`config.mk`:
```
export PLATFORM = sky130hd
export DESIGN_NAME = keypad_scanner
export DESIGN_NICKNAME = d
export VERILOG_FILES = /design/src/rtl/keypad_scanner_pkg.sv /design/src/rtl/key_debounce.sv /design/src/rtl/keypad_scanner.sv
export SDC_FILE = /design/constraint.sdc
export NUM_CORES = 1
export LEC_CHECK = 0
export CAP_MARGIN = 10
export CORE_MARGIN = 10
export CORE_UTILIZATION = 30
export CTS_CLUSTER_DIAMETER = 40
export DETAILED_ROUTE_END_ITERATION = 6
export SLEW_MARGIN = 20
export SYNTH_ARGS = -nofsm -noshare
export SYNTH_HDL_FRONTEND = slang
export SYNTH_SLANG_ARGS = --single-unit
```
`constraint.sdc`:
```
create_clock -name clk -period 5.95 [get_ports clk]
set_input_delay 0.8925 -clock clk [delete_from_list [all_inputs] [get_ports clk]]
set_output_delay 0.8925 -clock clk [all_outputs]
set_load 0.05 [all_outputs]
```
`src/rtl/keypad_scanner_pkg.sv`:
```
`default_nettype none
// ============================================================================
// Module  : keypad_scanner_pkg
// Purpose : Shared geometry, debounce FSM states and frame-class encoding.
// Revision: 1.0
// ============================================================================
package keypad_scanner_pkg;

  localparam int ROWS  = 4;
  localparam int COLS  = 4;
  localparam int KEY_W = 4;

  typedef enum logic [1:0] {
    ST_IDLE         = 2'd0,
    ST_PRESS_WAIT   = 2'd1,
    ST_HELD         = 2'd2,
    ST_RELEASE_WAIT = 2'd3
  } deb_state_e;

  typedef enum logic [1:0] {
    FC_NONE  = 2'd0,
    FC_KEY   = 2'd1,
    FC_MULTI = 2'd2
  } frame_class_e;

endpackage
`default_nettype wire

```
`src/rtl/key_debounce.sv`:
```
`default_nettype none
// ============================================================================
// Module  : key_debounce
// Purpose : Frame-level debounce FSM producing pressed / key_value / strobe.
// Revision: 1.0
// ============================================================================
module key_debounce
  import keypad_scanner_pkg::*;
#(
  parameter int DEBOUNCE_FRAMES = 3
) (
  input  logic             clk,
  input  logic             rst,
  input  logic             frame_valid,
  input  logic [1:0]       frame_class,
  input  logic [KEY_W-1:0] frame_code,
  output logic             pressed,
  output logic [KEY_W-1:0] key_value,
  output logic             key_strobe
);

  localparam logic [2:0] DEB = 3'(DEBOUNCE_FRAMES);

  deb_state_e       state_q, state_d;
  logic [2:0]       cnt_q, cnt_d;
  logic [KEY_W-1:0] cand_q, cand_d;
  logic             pressed_q, pressed_d;
  logic [KEY_W-1:0] key_value_q, key_value_d;
  logic             strobe_q, strobe_d;
  logic [2:0]       cnt_inc;
  logic             is_key, is_none;

  always_comb begin
    state_d     = state_q;
    cnt_d       = cnt_q;
    cand_d      = cand_q;
    pressed_d   = pressed_q;
    key_value_d = key_value_q;
    strobe_d    = 1'b0;
    cnt_inc     = cnt_q + 3'd1;
    is_key      = (frame_class == FC_KEY);
    is_none     = (frame_class == FC_NONE);

    if (frame_valid) begin
      case (state_q)
        ST_IDLE: begin
          if (is_key) begin
            cand_d = frame_code;
            cnt_d  = 3'd1;
            if (DEB == 3'd1) begin
              state_d     = ST_HELD;
              pressed_d   = 1'b1;
              key_value_d = frame_code;
              strobe_d    = 1'b1;
            end else begin
              state_d = ST_PRESS_WAIT;
            end
          end
        end
        ST_PRESS_WAIT: begin
          if (is_key && frame_code == cand_q) begin
            cnt_d = cnt_inc;
            if (cnt_inc == DEB) begin
              state_d     = ST_HELD;
              pressed_d   = 1'b1;
              key_value_d = cand_q;
              strobe_d    = 1'b1;
            end
          end else if (is_key) begin
            cand_d = frame_code;
            cnt_d  = 3'd1;
          end else begin
            state_d = ST_IDLE;
            cnt_d   = 3'd0;
          end
        end
        // A different key or a chord while held is ignored until a release.
        ST_HELD: begin
          if (is_none) begin
            cnt_d = 3'd1;
            if (DEB == 3'd1) begin
              state_d   = ST_IDLE;
              pressed_d = 1'b0;
            end else begin
              state_d = ST_RELEASE_WAIT;
            end
          end
        end
        ST_RELEASE_WAIT: begin
          if (is_none) begin
            cnt_d = cnt_inc;
            if (cnt_inc == DEB) begin
              state_d   = ST_IDLE;
              pressed_d = 1'b0;
              cnt_d     = 3'd0;
            end
          end else begin
            state_d = ST_HELD;
          end
        end
        default: state_d = ST_IDLE;
      endcase
    end
  end

  always_ff @(posedge clk or posedge rst) begin
    if (rst) begin
      state_q     <= ST_IDLE;
      cnt_q       <= 3'd0;
      cand_q      <= '0;
      pressed_q   <= 1'b0;
      key_value_q <= '0;
      strobe_q    <= 1'b0;
    end else begin
      state_q     <= state_d;
      cnt_q       <= cnt_d;
      cand_q      <= cand_d;
      pressed_q   <= pressed_d;
      key_value_q <= key_value_d;
      strobe_q    <= strobe_d;
    end
  end

  assign pressed    = pressed_q;
  assign key_value  = key_value_q;
  assign key_strobe = strobe_q;

endmodule
`default_nettype wire

```
`src/rtl/keypad_scanner.sv`:
```
`default_nettype none
// ============================================================================
// Module  : keypad_scanner
// Purpose : 4x4 keypad row scanner with column sync and per-frame classifier.
// Revision: 1.0
// ============================================================================
module keypad_scanner
  import keypad_scanner_pkg::*;
#(
  parameter int SETTLE_CYCLES   = 4,
  parameter int DEBOUNCE_FRAMES = 3
) (
  input  logic             clk,
  input  logic             rst_n,
  input  logic [COLS-1:0]  col_n,
  output logic [ROWS-1:0]  row_n,
  output logic             pressed,
  output logic [KEY_W-1:0] key_value,
  output logic             key_strobe
);

  logic [COLS-1:0]  col_s1_q, col_s2_q;
  logic [3:0]       dwell_q, dwell_d;
  logic [1:0]       row_q, row_d;
  logic [1:0]       seen_q, seen_d;
  logic [KEY_W-1:0] code_q, code_d;

  logic             last_dwell, frame_end;
  logic [2:0]       nhits, sum;
  logic [1:0]       hit_col, merged_seen;
  logic [KEY_W-1:0] merged_code;
  frame_class_e     frame_class;

  always_comb begin
    last_dwell = (dwell_q == 4'(SETTLE_CYCLES - 1));
    frame_end  = last_dwell && (row_q == 2'(ROWS - 1));
    dwell_d    = last_dwell ? 4'd0 : dwell_q + 4'd1;
    row_d      = last_dwell ? row_q + 2'd1 : row_q;

    nhits   = 3'd0;
    hit_col = 2'd0;
    for (int c = 0; c < COLS; c++) begin
      if (!col_s2_q[c]) begin
        nhits   = nhits + 3'd1;
        hit_col = 2'(c);
      end
    end

    // Seen-key tally saturates at 2: anything beyond one key is a chord.
    sum         = {1'b0, seen_q} + nhits;
    merged_seen = (sum >= 3'd2) ? 2'd2 : sum[1:0];
    merged_code = (seen_q == 2'd0 && nhits == 3'd1) ? {row_q, hit_col} : code_q;

    case (merged_seen)
      2'd0:    frame_class = FC_NONE;
      2'd1:    frame_class = FC_KEY;
      default: frame_class = FC_MULTI;
    endcase

    seen_d = seen_q;
    code_d = code_q;
    if (frame_end) begin
      seen_d = 2'd0;
      code_d = '0;
    end else if (last_dwell) begin
      seen_d = merged_seen;
      code_d = merged_code;
    end
  end

  always_ff @(posedge clk or posedge rst_n) begin
    if (rst_n) begin
      col_s1_q <= '0;
      col_s2_q <= '0;
      dwell_q  <= 4'd0;
      row_q    <= 2'd0;
      seen_q   <= 2'd0;
      code_q   <= '0;
    end else begin
      col_s1_q <= col_n;
      col_s2_q <= col_s1_q;
      dwell_q  <= dwell_d;
      row_q    <= row_d;
      seen_q   <= seen_d;
      code_q   <= code_d;
    end
  end

  assign row_n = ~(4'b0001 << row_q);

  key_debounce #(
    .DEBOUNCE_FRAMES(DEBOUNCE_FRAMES)
  ) u_debounce (
    .clk        (clk),
    .rst        (rst_n),
    .frame_valid(frame_end),
    .frame_class(frame_class),
    .frame_code (merged_code),
    .pressed    (pressed),
    .key_value  (key_value),
    .key_strobe (key_strobe)
  );

endmodule
`default_nettype wire

```
==> results of run 1 <==
layout make-up:
| cell class | count | share of cell area [%] |
|---|---|---|
| multi-input cells | 121 | 42.6 |
| clock inverters | 2 | 0.553 |
| flip-flops and latches | 35 | 38.7 |
| clock buffers | 6 | 3.21 |
| inverters | 20 | 3.32 |
| well taps | 77 | 4.26 |
| repair buffers | 17 | 7.30 |
cell usage in the layout, fill, tap and decap left out, types with 2 or more instances in the layout:
master	instances
dfrtp_1	35
inv_1	20
clkdlybuf4s50_1	15
nand2_1	13
nor2_1	12
xnor2_1	12
ha_1	11
mux2_2	10
o21ai_0	7
a31oi_1	5
clkbuf_8	5
nor3_1	4
a21oi_1	4
nand4_1	3
a22o_1	3
nor4b_1	2
a41oi_1	2
and3b_1	2
and2_0	2
a32o_1	2
nand3_1	2
o22a_1	2
o22ai_1	2
buf_4	2
worst max-delay path, stage by stage, from the launching register on:
cell and delay, ps:
dfrtp_1 350, inv_1 50, ha_1 370, xnor2_1 250
ha_1 300, nor4b_1 260, a41oi_1 120, a2111oi_4 740
mux2i_2 560, nor3b_2 440, mux2_2 380
flip-flops by register name, summed over array words and instances, names as in the netlist, 2 cells and up:
| register | flops |
|---|---|
| code_q | 4 |
| col_s1_q | 4 |
| col_s2_q | 4 |
| dwell_q | 4 |
| u_debounce.cand_q | 4 |
| u_debounce.key_value | 4 |
| u_debounce.cnt_q | 3 |
| row_q | 2 |
| seen_q | 2 |
| u_debounce.state_q | 2 |
final timing paths:
check	start	to	slack [ps]	cells after the start
min in group asynchronous	rst_n	u_debounce.pressed	1010	3
worst min register to register	col_s1_q[3]	col_s2_q[3]	350	0
worst max-delay path	col_s2_q[0]	u_debounce.key_value[1]	2030	10
worst min-delay path	col_s1_q[3]	col_s2_q[3]	350	0
max in group asynchronous	rst_n	u_debounce.state_q[0]	4630	3
worst max register to register	col_s2_q[0]	u_debounce.key_value[1]	2030	10
per-layer routing:
layer	global-route usage (%)	vias to the layer above	part of all wire, %
met5	0	-	0
met4	3.26	0	0.74
met3	2.54	4	2.2
met2	14.2	10	52
met1	9.27	652	45
li1	-	674	-
logic make-up after synthesis:
kind of cell	after synthesis
simple gates	47
flops	35
fa+ha+maj	12
buf+inv	24
mux	12
xor+xnor	14
compound gates	36
per-stage QoR:
stage | instance area (sq um) | power [uW] | instances | hold slack, ps | util, %
after floorplan | 1940 | 389 | 180 | 331 | -
final | 2260 | 581 | 278 | 355 | 35.8
after CTS | 2260 | 590 | 278 | 358 | 35.8
after global routing | 2260 | 620 | 278 | 371 | 35.8
after global placement | 2180 | 419 | 270 | 338 | 34.5
after detailed placement | 2180 | 420 | 270 | 340 | 34.5
where the power goes:
group	internal (uW)	total [uW]	switching [uW]
Combinational	60.3	135	75.1
Sequential	255	280	24.9
Clock	81.7	166	84.5
Total	397	581	184
==> flow_summary.yaml, run 1 <==
detailed_routing:
  wl_per_cell_um: 13.7
  drc: 0
  vias: 1340
  postRouteWirelength_mm: 3.81
  final_antenna_net_count: 0
  viasPerCell: 4.82
  drtIter0Drc: 136
  dr.pass1.iters: 4
yosys:
  synthSimpleGateAreaFrac_pct: 12.8
  synthTopCellsByCount: "dfrtp_1 (35), inv_1 (20), nand2_1 (13), nor2_1 (12), xnor2_1 (12)"
  async_flop_share_pct: 100
  synth_fa_ha_area_share_pct: 8.14
  synthMuxAreaShare_pct: 7.05
  netlist.top_cell.by_area: "dfrtp_1"
  postSynthAreaPerCell_sq_um: 10.8
  synthTopCellsByArea: "dfrtp_1 (45%), ha_1 (7.1%), mux2_2 (5.8%)"
  synth.distinct_cells: 45
  ys_ff_latch: 35
  synth_edf_count: 0
  synth-compound-area-share_pct: 14.8
  netlist_area_sq_um: 1940
  netlist_instances: 180
  synth_ff_type: "dfrtp_1"
  syn_nets: 198
  yosys.cell_count.top_type: "dfrtp_1"
  synth_top_area_share_pct: 45.2
  synth_top_family_by_area: "compound AO/OA/AOI/OAI gates"
  yosysSeqAreaShare_pct: 45.2
  yosysWarnings: 0
  synth_xor_area_share_pct: 7.05
critical_path:
  crit_fanout: 12
  crit_path_end_kind: "register"
  arrival_ps: 4090
  crit_required_ps: 6120
  crit_type: "register to register"
  start_kind: "register"
power:
  power_density_nw_per_um2: 257
  ir_drop_uv: 118
  leakagePower_uw: 0.000957
floorplanning:
  die_h_um: 100
  ios: 16
  start_util_pct: 30.7
  rows: 29
  fp.coreArea_sq_um: 6310
  die_area_sq_um: 10100
  die_x_um: 100
sta:
  fin_skew_ps: 3.76
  fin_crit_sh_pct: 65.8
  setup_tns_ps: 0
  rsz0062_at_grt: "false"
  relSlewSlack_pct: 54.0
  finalSetupViolations: 0
  setup_ws_ps: 2030
  fmax_mhz: 255
  final_max_slew_viol_count: 0
  fin_crit_ps: 3920
  worst_pin_slew_ps: 690
  hold_viol: 0
global_route:
  grt_start_max_net_pins: 36
  antenna_found_initial: 0
  grt.total_usage_pct: 8.25
  grt_pass1_wl_mm: 6.82
  grt_pass1_vias: 1419
  overflow: 0
run_status:
  outcome: "completed"
place:
  place_congestion: 0.789
  place.port_buffers: 15
  dp_slack_ps: 2010
  dp_hpwl_mm: 2.82
clock_network:
  numCtsBuffers: 5
  cts_root_buf: "clkbuf_8"
  cts.sinks: 35
  cts_tree: "done"
  path_clk_slew_ps: 70
  h-tree-depth: 2
  post_cts_resize_count: 0
  cts_hold_buf: 0
  cts_setup_buffers: 0
  cts_buffer_depth: 2
  clk_latency_ps: 280
layout:
  drive_gt1_share_pct: 11.9
  seq_area_sq_um: 876
  layout.nets: 218
  syn_to_final_growth_pct: 16.9
  multi_input_area_sq_um: 965
  num_antenna_cells: 0
  fill_cells: 656
hold_path:
  hp-class: "register to register"
flow_run:
  cap_violations: 0
Power figures use the tool's default switching activity.
==> run 2: changes to the inputs <==
==> constraint.sdc (replaced) <==
create_clock -name clk -period 3.34 [get_ports clk]
set_input_delay 0.501 -clock clk [delete_from_list [all_inputs] [get_ports clk]]
set_output_delay 0.501 -clock clk [all_outputs]
set_load 0.05 [all_outputs]
==> run 2 against run 1 <==
  * Power is 99% higher
  * Setup slack worse by 1900 ps
  * Sequential share of layout area decreased by 2.0 points
  * Hold slack worse by 2.2 ps
  * Wire length increased by 2.1%
  * Cell area grew 5.5%
  * Core utilization up 2.0 points
  * Maximum frequency rose by 24%
  * Critical path type unchanged
  * Largest power group unchanged
==> flow_summary.yaml, run 2 (same netlist as run 1, synthesis figures left out) <==
sta:
  final_max_slew_viol_count: 0
  fin_crit_sh_pct: 94.6
  hold_ws_ps: 353
  worst_pin_slew_ps: 516
  finalSetupViolations: 0
  setup_tns_ps: 0
  fin_skew_ps: 11.1
  hold_viol: 0
  relSlewSlack_pct: 65.5
  fmax_mhz: 317
  setup_ws_ps: 182
  fin_crit_ps: 3160
layout:
  layout.nets: 226
  fill_cells: 633
  final_util_pct: 37.8
  final_cell_mix: "dfrtp_1 (35), inv_1 (20), clkdlybuf4s50_1 (15)"
  num_antenna_cells: 0
  syn_to_final_growth_pct: 23.3
  layout_commonest_cell: "dfrtp_1"
  drive_gt1_share_pct: 19.1
critical_path:
  crit_path_end_kind: "register"
  path_delay_family: "multiplexers"
  path_cells: "inv_1, ha_1, xnor2_2, ha_1, nor4b_2, a31oi_1, a2111oi_4, mux2i_2, nor3b_4, mux2_2"
  path_buf_inv: 1
  cp_common_cell: "ha_1"
  start_kind: "register"
  cpPeakStageDelay_ps: 440
  cp_slowest_cell: "a2111oi_4"
  crit_fanout: 5
  crit_type: "register to register"
  crit_required_ps: 3520
  arrival_ps: 3330
global_route:
  grt.total_usage_pct: 8.14
  antenna_found_initial: 0
  grt_start_max_net_pins: 36
  overflow: 0
  grt_pass1_vias: 1415
  grt_pass1_wl_mm: 6.71
detailed_routing:
  viasPerCell: 4.92
  vias: 1406
  postRouteWirelength_mm: 3.89
  dr.pass1.iters: 4
  final_antenna_net_count: 0
  drc: 0
  drtIter0Drc: 116
  wl_per_cell_um: 13.6
power:
  leakagePower_uw: 0.00103
  power_density_nw_per_um2: 485
  seqPwrFrac_pct: 43.3
  netSwitchingPower_uw: 361
  power_switching_share_pct: 31.2
  total_power_uw: 1160
  ir_drop_uv: 264
  internal-power_uw: 797
  pwr-share-comb_pct: 26.8
  power_frac_clock_pct: 29.9
floorplanning:
  die_h_um: 100
  die_x_um: 100
  rows: 29
  start_util_pct: 30.7
  ios: 16
  fp.coreArea_sq_um: 6310
  die_area_sq_um: 10100
clock_network:
  cts.sinks: 35
  h-tree-depth: 2
  cts_tree: "done"
  numCtsBuffers: 5
  cts_root_buf: "clkbuf_8"
  cts_setup_buffers: 0
  path_clk_slew_ps: 70
  cts_buffer_depth: 2
  clk_latency_ps: 290
place:
  dp_hpwl_mm: 2.78
  place_congestion: 0.790
  dp_slack_ps: -65.2
  place.port_buffers: 15
run_status:
  outcome: "completed"
hold_path:
  hp-class: "register to register"
flow_run:
  cap_violations: 0
==> run 2: repair_timing <==
action	in CTS	in global routing
setup endpoints to repair	5	13
pin swaps	0	5
hold buffers	0	0
resized for setup	2	10
==> run 2: path summary, 6_finish.rpt <==
path	start	end	slack, ps	cells after the start
min in group asynchronous	rst_n	u_debounce.state_q[1]	600	3
worst max register to register	col_s2_q[0]	u_debounce.key_value[3]	180	10
worst min-delay path	col_s1_q[0]	col_s2_q[0]	350	0
max in group asynchronous	rst_n	row_q[0]	2410	3
worst min register to register	col_s1_q[0]	col_s2_q[0]	350	0
worst max-delay path	col_s2_q[0]	u_debounce.key_value[3]	180	10
==> run 2: power groups by stage <==
| stage | Sequential (uW) | Combinational, uW | Clock (uW) |
|---|---|---|---|
| floorplan | 493 | 199 | 0 |
| global placement | 510 | 286 | 0 |
| detailed placement | 509 | 286 | 0 |
| CTS | 501 | 297 | 352 |
| global route | 508 | 341 | 375 |
| finish | 502 | 310 | 347 |
==> run 2: metal layers <==
metal,vias to the layer above,global-route usage [%],share of wire (%)
met5,-,0,0
met1,692,9.69,45
met3,7,2.40,3.2
met2,17,13.4,50
li1,690,-,-
met4,0,3.26,1.6
==> run 2: cell type report <==
cell class	count	area (sq um)	share of cell area, %
repair buffers	25	225	9.43
multi-input cells	121	1010	42.3
well taps	77	96.3	4.04
clock buffers	7	96.3	4.04
inverters	20	75.1	3.14
clock inverters	1	7.51	0.314
flip-flops and latches	35	876	36.7
==> run 2: per-stage QoR <==
step / instance area (sq um) / std cells
detailed placement: 2240 / 278
global route: 2390 / 286
global placement: 2240 / 278
finish: 2390 / 286
floorplan: 1940 / 180
CTS: 2350 / 286
